==> src/rtl/mips_run_ctrl.sv <==
// Boot/run sequencer for the single-cycle MIPS core: load program, release core, detect halt, freeze.
// Latency: an accepted word appears on core_we/core_wins the next cycle; core_rst rises 2 cycles after the last word.
// Backpressure: ld_ready is high only in LOAD (registered), so every ld_valid cycle in LOAD is a handshake.
//
// Ports:
//   CLK, RST            clock, asynchronous active-low reset
//   start               one-cycle pulse, begins a session from IDLE or HALT
//   ld_valid/ld_data/ld_last/ld_ready   program word stream
//   core_rst/core_we/core_wins          core control: reset (active-low), imem write
//   core_pc/core_result                 core status observed while running
//   busy/done/timeout/cycles/last_result  session status
module mips_run_ctrl #(
  parameter int unsigned MAX_CYCLES = 1024,
  parameter int unsigned CW         = 16,
  parameter logic [31:0] HALT_PC    = 32'hFFFF_FFFC
) (
  input  logic          CLK,
  input  logic          RST,
  input  logic          start,
  input  logic          ld_valid,
  input  logic [31:0]   ld_data,
  input  logic          ld_last,
  output logic          ld_ready,
  output logic          core_rst,
  output logic          core_we,
  output logic [31:0]   core_wins,
  input  logic [31:0]   core_pc,
  input  logic [31:0]   core_result,
  output logic          busy,
  output logic          done,
  output logic          timeout,
  output logic [CW-1:0] cycles,
  output logic [31:0]   last_result
);

  localparam logic [CW-1:0] CYC_MAX  = CW'(MAX_CYCLES);
  localparam logic [CW-1:0] CYC_LAST = CW'(MAX_CYCLES - 1);

  typedef enum logic [2:0] {
    S_IDLE,
    S_LOAD,
    S_WAIT1,
    S_RUN,
    S_HALT
  } state_t;

  state_t        state_q, state_d;
  logic          we_d;
  logic [31:0]   wins_d;
  logic [CW-1:0] cycles_d;
  logic          timeout_d;
  logic [31:0]   result_d;
  logic [31:0]   prev_pc, prev_pc_d;
  logic          pv, pv_d;
  logic          halt_addr, halt_self, halt_budget;

  // core_pc comes straight from the core's PC register, so it is stable at the edge.
  assign halt_addr   = (core_pc == HALT_PC);
  assign halt_self   = pv && (core_pc == prev_pc);
  // Fires on the last budgeted cycle, so the session sees exactly MAX_CYCLES run cycles.
  assign halt_budget = (cycles == CYC_LAST);

  always_ff @(posedge CLK or negedge RST) begin
    if (!RST) state_q <= S_IDLE;
    else      state_q <= state_d;
  end

  always_comb begin
    state_d   = state_q;
    we_d      = 1'b0;
    wins_d    = core_wins;
    cycles_d  = cycles;
    timeout_d = timeout;
    result_d  = last_result;
    prev_pc_d = prev_pc;
    // pv only survives inside a RUN stretch, so every new run starts without a previous PC.
    pv_d      = 1'b0;
    unique case (state_q)
      S_IDLE, S_HALT: begin
        if (start) begin
          state_d   = S_LOAD;
          cycles_d  = '0;
          timeout_d = 1'b0;
        end
      end
      S_LOAD: begin
        if (ld_valid && ld_ready) begin
          we_d   = 1'b1;
          wins_d = ld_data;
          if (ld_last) state_d = S_WAIT1;
        end
      end
      S_WAIT1: begin
        // The last word is written during this cycle while the core is still held in reset.
        state_d = S_RUN;
      end
      S_RUN: begin
        prev_pc_d = core_pc;
        pv_d      = 1'b1;
        if (cycles != CYC_MAX) cycles_d = cycles + 1'b1;
        if (halt_addr || halt_self || halt_budget) begin
          state_d   = S_HALT;
          result_d  = core_result;
          // A real halt on the budget cycle is not a timeout.
          timeout_d = halt_budget && !halt_addr && !halt_self;
        end
      end
      default: state_d = S_IDLE;
    endcase
  end

  // All outputs are registered; state-derived ones are computed from the next state.
  always_ff @(posedge CLK or negedge RST) begin
    if (!RST) begin
      ld_ready    <= 1'b0;
      core_rst    <= 1'b0;
      core_we     <= 1'b0;
      core_wins   <= '0;
      busy        <= 1'b0;
      done        <= 1'b0;
      timeout     <= 1'b0;
      cycles      <= '0;
      last_result <= '0;
      prev_pc     <= '0;
      pv          <= 1'b0;
    end else begin
      ld_ready    <= (state_d == S_LOAD);
      core_rst    <= (state_d == S_RUN);
      busy        <= (state_d == S_LOAD) || (state_d == S_WAIT1) || (state_d == S_RUN);
      done        <= (state_d == S_HALT);
      core_we     <= we_d;
      core_wins   <= wins_d;
      cycles      <= cycles_d;
      timeout     <= timeout_d;
      last_result <= result_d;
      prev_pc     <= prev_pc_d;
      pv          <= pv_d;
    end
  end

endmodule
==> config.mk <==
export PLATFORM = sky130hd
export DESIGN_NAME = mips_run_ctrl
export DESIGN_NICKNAME = d
export VERILOG_FILES = /design/src/rtl/mips_run_ctrl.sv
export SDC_FILE = /design/constraint.sdc
export NUM_CORES = 1
export LEC_CHECK = 0
export BUFFER_PORTS_ARGS = -buffer_cell sky130_fd_sc_hd__buf_4
export CAP_MARGIN = 20
export CORE_ASPECT_RATIO = 0.8
export CORE_UTILIZATION = 54
export CTS_CLUSTER_SIZE = 8
export DETAILED_ROUTE_END_ITERATION = 10
export PLACE_DENSITY = 0.85
export SETUP_SLACK_MARGIN = 0.15
export SYNTH_ARGS = -nofsm -noshare
export SYNTH_HDL_FRONTEND = slang
export SYNTH_SLANG_ARGS = --single-unit
==> constraint.sdc <==
create_clock -name CLK -period 5.65 [get_ports CLK]
set_input_delay 1.13 -clock CLK [delete_from_list [all_inputs] [get_ports CLK]]
set_output_delay 1.13 -clock CLK [all_outputs]
set_load 0.02 [all_outputs]
* Word-level counts from Yosys, hierarchy flattened
Cells that the tools add are included.
** Word-level totals
- Register bits after elaboration :: 122
- Bits of input ports :: 101
- Output and inout port bits :: 86
- Word-level logic and storage cells :: 59
** Cells by class
- Add/subtract/negate cells :: 1
- Equal/unequal tests :: 15
- Mux-type cells :: 14
- Reduce and logical (&&, ||, !) cells :: 17
** Operators by type and width (number)
- 32-bit equality test :: 1
- 32-bit equality test (second input constant) :: 1
- 16-bit 2-to-1 mux :: 2
- 16-bit one-hot mux with 2 select lines :: 1
- 16-bit by 1-bit adder with 16-bit output (second input constant) :: 1
- 16-bit by 10-bit equality test with 1-bit output (second input constant) :: 1
- 16-bit by 11-bit != test with 1-bit output (second input constant) :: 1
- 3-bit by 2-bit equality test with 1-bit output (second input constant) :: 4
- 3-bit 2-to-1 mux :: 4
- 3-bit one-hot mux with 4 select lines :: 1
- 3-bit by 1-bit equality test with 1-bit output (second input constant) :: 2
- 3-bit equality test (second input constant) :: 2
- 2-bit != test (second input constant) :: 3
- 3-bit AND reduction :: 2
- 1-bit 2-to-1 mux :: 5
- 1-bit logical AND :: 4
- 1-bit logical OR :: 4
- 2-bit AND reduction :: 2
- 3-bit logical NOT :: 1
- 1-bit logical NOT :: 2
- 1-bit one-hot mux with 2 select lines :: 1
- 2-bit nonzero test :: 1
- 2-bit OR reduction :: 1

* Longest topological paths before layout
Gate-level depths: netlist of the first run.
- Word-level depth :: 9
- Mapped depth :: 9
- Mapped depth without buffers :: 7

* Worst setup path after synthesis of the first run
No wires, ideal clock.
- Path type :: input-to-reg
- From :: in core_pc[4]
- To :: reg last_result[23]
- Setup time :: 0.125 ns
- Data arrival time :: 2.561 ns
- Required time :: 5.525 ns
- Slack :: 2.963 ns
- Stages on the path :: 8
- Buffers on the path :: 2
- Path through :: xor2_1 -> nand4b_1 -> nor4_1 -> nand3_1 -> a21o_1 -> buf_6 -> buf_6 -> mux2_4
** Between the ends
- Longest elaborated chain between the ends :: 5
- Elaborated cells on any way between the ends :: 6
- Classes of those cells :: eq/ne: 2; reduce/logical: 4
** Ends and longest elaborated chain
- start: declaration :: RTL line 27 : input logic [31:0] core_pc,
- 32-bit equality test :: RTL line 59 : assign halt_self = pv && (core_pc == prev_pc);
- 1-bit logical AND :: RTL line 59
- 1-bit logical OR * (2 in series) :: RTL line 101 : if (halt_addr || halt_self || halt_budget) begin
- 2-bit AND reduction (no line) *
- end signal: assignment :: RTL line 135 : last_result <= result_d;
- end: declaration :: RTL line 33 : output logic [31:0] last_result
Mark *: on every way between the ends. The rest lies on a longest branch, timed or not.
A chain may end at the register's enable or synchronous reset.

* Worst setup path in the final report of the first run
- From :: in core_pc[3]
- To :: reg last_result[14]
Same word-level chain as after synthesis.

==> results of run 1 <==
## sequential cells by signal, indices dropped and copies added, names as in the netlist, 3 cells and up
| signal | count |
|---|---|
| core_wins | 32 |
| cycles | 16 |
| last_result | 32 |
| prev_pc | 32 |
| state_q | 3 |
## stage by stage
step	cell area [um^2]	cells	util, %	hold WS, ns	worst slack [ns]
CTS	7570	819	77.5	0.499	2.75
detailed placement	6970	787	71.4	0.484	2.33
global placement	6970	787	71.4	0.476	2.42
floorplan	5490	479	-	0.460	2.96
finish	7570	819	77.5	0.497	2.67
global route	7570	819	77.5	0.512	2.62
## worst paths after layout
kind,start,end,slack (ns)
setup reg to reg,state_q[1]$_DFF_PN0_,cycles[3]$_DFFE_PN0P_,2.86
hold reg to reg,prev_pc[29]$_DFFE_PN0P_,prev_pc[29]$_DFFE_PN0P_,0.50
hold / removal,prev_pc[29]$_DFFE_PN0P_,prev_pc[29]$_DFFE_PN0P_,0.50
setup / recovery,core_pc[3],last_result[14]$_DFFE_PN0P_,2.67
max in group asynchronous,RST,cycles[11]$_DFFE_PN0P_,3.63
min in group asynchronous,RST,prev_pc[24]$_DFFE_PN0P_,0.88
## cells by family after synthesis
kind of cell | count (synthesis) | share of synthesized area, %
mux | 64 | 15.0
fa+ha+maj | 2 | 0.456
xor+xnor | 42 | 6.70
flops | 122 | 55.6
simple gates | 200 | 16.8
buf+inv | 26 | 2.64
compound gates | 23 | 2.73
## tightest hold or removal path: stages (launching register included)
cell,delay [ns]
dfrtp_1,0.35
nand2_1,0.05
nand2_1,0.06
## cell type report
| type | count | area [um^2] | share of cell area, % |
|---|---|---|---|
| timing repair buffer | 189 | 1420 | 18.7 |
| tap | 136 | 170 | 2.25 |
| multi-input combinational | 331 | 2300 | 30.3 |
| clock inverter | 13 | 143 | 1.88 |
| sequential | 122 | 3050 | 40.3 |
| clock buffer | 19 | 453 | 5.99 |
| inverter | 9 | 33.8 | 0.446 |
## report_power, final
group | switching (mW) | internal (mW)
registers | 0.148 | 1.05
clock network | 0.413 | 0.674
logic | 0.466 | 0.377
## synthesized netlist by cell type
| cell type | instances |
|---|---|
| a211oi_2 | 1 |
| a21o_1 | 1 |
| a21oi_1 | 5 |
| a32oi_1 | 1 |
| and2_1 | 1 |
| and3_1 | 2 |
| and4_1 | 1 |
| buf_12 | 2 |
| buf_6 | 2 |
| clkbuf_1 | 13 |
| clkinv_1 | 1 |
| dfrtp_1 | 122 |
| ha_1 | 2 |
| inv_1 | 8 |
| mux2_2 | 36 |
| mux2_4 | 28 |
| nand2_1 | 107 |
| nand2b_1 | 5 |
| nand3_1 | 14 |
| nand3b_1 | 4 |
| nand4_1 | 20 |
| nand4b_1 | 1 |
| nor2_1 | 24 |
| nor2_2 | 1 |
| nor2b_1 | 1 |
| nor3_1 | 3 |
| nor4_1 | 8 |
| nor4bb_1 | 1 |
| o2111ai_1 | 2 |
| o211ai_1 | 1 |
| o21ai_0 | 8 |
| o21ai_1 | 2 |
| o21ai_2 | 1 |
| o31ai_2 | 1 |
| or2_1 | 1 |
| or2_2 | 1 |
| or3_1 | 3 |
| or3b_1 | 1 |
| or4_4 | 1 |
| xnor2_1 | 35 |
| xor2_1 | 7 |
## layer usage
metal	routed length, um	vias up
met1	5850	2209
met4	248	0
met3	1050	18
li1	-	2011
met2	7760	181
met5	0	-
==> metrics, run 1 <==
status=complete, no violations; # H-tree levels=4; Avg WL per Cell=18.2 um; crit share post-route=52.8%; Req. time, crit path=5.94 ns; I/O Buffers=186; Ports=187; endpoints failing setup=0; initial DRC count=between 300 and 400; # Max-Cap Violations=0; Initial Util=a little under three fifths; total grt overflow=0; Fillers=639; sequential area share after synthesis=55.6%; Worst-Margin Slew=1.03 ns; biggest area consumer among synthesized cells=dfrtp_1; Worst Setup Start Kind=input pin; CP Cell Sequence=buf_4, xnor2_1, nand4_1, nor4_1, nand3_1, a21o_2, mux2_4; fmax=about 0.34 GHz; syn_nets=582; die width=between 100 and 150 um; YS warnings=0; Hold Buf Count CTS=0; Pleak=3.86 nW; initial antenna violation count=0; CTS resizes=0; GR peak layer=met2; R2R cell count=7; Critical Path AT=3.27 ns; total negative slack=0 ns; Pwr Density=414 nW/um^2; met2 Track Usage GR=50.0%; Worst Hold Class=reg2reg; Site Rows=32; Synth top area share=between 50% and 60%; Vias=4,419; FF+latch count, synth=122; Area Growth Syn to Fin=37.8%; die height=92.2 um; core footprint=9770 um^2; Worst Hold Path Cells=2; gp weighted congestion=0.914; Slew Viols, Final=0; synthesized instance count=~480; Final ANT Viol Nets=0; first-pass GRT wire length=23,700 um; met1 usage=37.3%; commonest non-fill, non-tap cell in the layout=buf_4; WL final=14,900 um; largest net degree at the start of global routing=79; grt met3 use=a little over 7%; Setup crit end kind=register; crit path max fanout=34; mapped cell area=5490 um^2; nets=773; Post-DP HPWL=10,000 um; Tot Pwr=3.13 mW; synth unique cells=41; TritonCTS clock tree=built; Top delay family on crit path=simple AND/OR/NAND/NOR gates; Root Buffer Master=clkbuf_16; Worst-Skew Late Latency=0.41 ns; DRC viols=0; Clock Pin Slew Worst Setup and Hold Paths=around 0.060 ns; Max Clock Skew=0.00759 ns; RSZ-0062 raised after global routing=no; Slew headroom=a little under a third; die area=~11,000 um^2; Post-CTS Setup Bufs=0; most frequent cells in the layout=189 x buf_4, 122 x dfrtp_1, 107 x nand2_1; Worst path max stage delay=0.58 ns; largest cells by area after synthesis=dfrtp_1 56%, mux2_4 7.7%, mux2_2 7.4%; Final Critical Period=2.98 ns; Via density=5.40; Sink Count=approximately 120; CP Class=in2reg; Crit-path slowest cell=a21o_2; cell depth of the worst setup path=7; GRT Total Usage=29.8%; mean post-synth cell area=around 11 um^2; Final Hold Fails=0; crit path buf inv count=1; Clock Tree Buf Depth=2; ANT cells=0; number of global-route vias before repair=4,528; TritonCTS Buffers=17; DRT Pass-1 Iters=5; layout cells sized above 1=a little over two fifths; VDD IR max=0.333 mV
(Power assumes the default switching activity.)
==> run 2: changes to the inputs <==
Settings changed: ABC_AREA set to 1, CORE_UTILIZATION 54 to 52, PLACE_DENSITY 0.85 to 0.81.
Clock period 5.65 ns to 3.12 ns, I/O delays scaled along.
==> run 2 against run 1 <==
Area after synthesis grew 9.3%; register-to-register slack lost 2.0 ns; total power grew 120%; core utilization shrank 4.0 points; critical path type is now reg2reg; largest cell class unchanged; largest power group unchanged.
==> metrics, run 2 <==
status=complete, no violations; # Max-Cap Violations=0; mean post-synth cell area=7.86 um^2; Top delay family on crit path=simple AND/OR/NAND/NOR gates; Internal Pwr Total=4.25 mW; fmax=0.449 GHz; sequential area share after synthesis=50.9%; first-pass GRT wire length=25,500 um; Util after Layout=73.5%; Via density=5.06; initial DRC count=512; DRT Pass-1 Iters=5; crit path buf inv count=0; I/O Buffers=186; initial antenna violation count=0; WL final=roughly 15,000 um; die area=12,000 um^2; biggest area consumer among synthesized cells=dfrtp_1; endpoints failing setup=0; crit path max fanout=32; Avg WL per Cell=13.9 um; Final Hold Fails=0; Worst-Margin Slew=approximately 0.82 ns; grt met3 use=5.02%; Pleak=4.42 nW; Tot Pwr=6.76 mW; Max Clock Skew=a little under 0.01 ns; TritonCTS clock tree=built; commonest cells in the netlist=314 x nand2_1, 122 x dfrtp_1, 66 x nand3_1; Worst Setup Start Kind=register; YS warnings=0; Clock Tree Buf Depth=2; Area Growth Syn to Fin=35.5%; Final ANT Viol Nets=0; CTS resizes=0; Hold Buf Count CTS=0; Switching Share=37.2%; TritonCTS Buffers=17; mapped cell area=6000 um^2; met1 usage=38.0%; Sink Count=122; Critical Path AT=2.56 ns; most frequent cells in the layout=313 x nand2_1, 192 x buf_4, 122 x dfrtp_1; Psw=2.51 mW; CP Cell Sequence=ha_1, nand3_2, nor4_4, nand4_1, nand3_2, nand3_1, nand2_1; Synth top area share=50.9%; Vias=5,612; Top FF cell, synth=dfrtp_1; Pwr Density=832 nW/um^2; layout cells sized above 1=27.4%; Req. time, crit path=3.45 ns; die height=98.1 um; Final Critical Period=2.23 ns; core footprint=between 10,000 and 15,000 um^2; Clock Pin Slew Worst Setup and Hold Paths=roughly 0.060 ns; Post-CTS Setup Bufs=0; largest net degree at the start of global routing=72; largest cells by area after synthesis=dfrtp_1 51%, nand2_1 20%, nand3_1 5.5%; VDD IR max=0.732 mV; met2 Track Usage GR=42.0%; number of global-route vias before repair=~5,300; GR peak layer=met2; syn_nets=866; Root Buffer Master=clkbuf_16; # H-tree levels=4; Hold Slack=slightly above 0.3 ns; gp weighted congestion=0.891; GRT Total Usage=a little over a quarter; synthesized instance count=approximately 760; crit share post-route=71.4%; Largest regs=core_wins (32), last_result (32), prev_pc (32); Slew headroom=45.6%; commonest non-fill, non-tap cell in the layout=nand2_1; Initial Util=between 50% and 60%; Worst-Skew Late Latency=0.41 ns; ANT cells=0; die width=~120 um; FF+latch count, synth=122; RSZ-0062 raised after global routing=no; async set-reset flop share out of synthesis=100%; total grt overflow=0; number of synthesized flops with an enable pin=0; Post-DP HPWL=10,600 um; Setup crit end kind=register; Site Rows=34; Clock power frac=30.1%; nets=1,054; Ports=187; Crit-path slowest cell=dfrtp_1; total negative slack=0 ns; sequential share of power=35.9%; top-count cell post-synth=nand2_1; most used cell, CP=nand3_2; Worst path max stage delay=0.50 ns; CP Class=reg2reg; Comb power frac=between 30% and 40%; Worst Hold Class=in2async; synth unique cells=31; Slew Viols, Final=0; DRC viols=0
## run 2: final cells by class
type	instances	area, um^2
Sequential cell	122	3050
Fill cell	869	2930
Multi-Input combinational cell	536	2510
Timing Repair Buffer	193	1460
Clock buffer	20	457
Inverter	81	304
Tap cell	144	180
Clock inverter	12	163
## run 2: logic make-up (layout without fill, tap and decap cells)
group / count (synthesis) / in the layout / share of synthesized area [%]
xor gates and xnor gates: 21 / 21 / 3.07
AOI/OAI and AO/OA: 48 / 48 / 5.30
adders and majority gates: 2 / 2 / 0.417
DFF: 122 / 122 / 50.9
buffers and inverters: 105 / 306 / 7.36
and+or+nand+nor: 465 / 465 / 33.0
## run 2: path summary, 6_finish.rpt
| check | endpoint | cells after the start | slack, ns | startpoint |
|---|---|---|---|---|
| min | last_result[3]$_DFFE_PN0P_ | 1 | 0.31 | RST |
| min in group CLK | core_wins[15]$_DFFE_PN0P_ | 3 | 0.42 | ld_data[15] |
| max in group asynchronous | cycles[11]$_DFFE_PN0P_ | 2 | 2.10 | RST |
| max | last_result[29]$_DFFE_PN0P_ | 7 | 0.89 | cycles[0]$_DFFE_PN0P_ |
| min reg2reg | core_wins[9]$_DFFE_PN0P_ | 2 | 0.47 | core_wins[9]$_DFFE_PN0P_ |
| max reg2reg | last_result[29]$_DFFE_PN0P_ | 7 | 0.89 | cycles[0]$_DFFE_PN0P_ |
## run 2: routing by layer
layer | up-vias | share of wire, %
met5 | - | 0
met4 | 0 | 1.7
met3 | 22 | 7.1
met2 | 220 | 46
met1 | 2583 | 45
li1 | 2787 | -
## run 2: metrics by stage
stage / std cells / setup WS (ns) / instance area [um^2]
3_3_place_gp: 1076 / 0.786 / 7510
5_1_grt: 1108 / 0.713 / 8130
2_1_floorplan: 763 / 1.30 / 6000
4_1_cts: 1108 / 0.890 / 8130
3_5_place_dp: 1076 / 0.771 / 7510
6_report: 1108 / 0.894 / 8130
## run 2: power groups by stage
stage / Clock, mW / Combinational (mW) / Sequential (mW)
3_3_place_gp: 0 / 2.26 / 2.42
5_1_grt: 2.14 / 2.57 / 2.49
3_5_place_dp: 0 / 2.30 / 2.42
6_report: 2.03 / 2.30 / 2.43
2_1_floorplan: 0 / 1.17 / 2.69
4_1_cts: 2.05 / 2.31 / 2.42
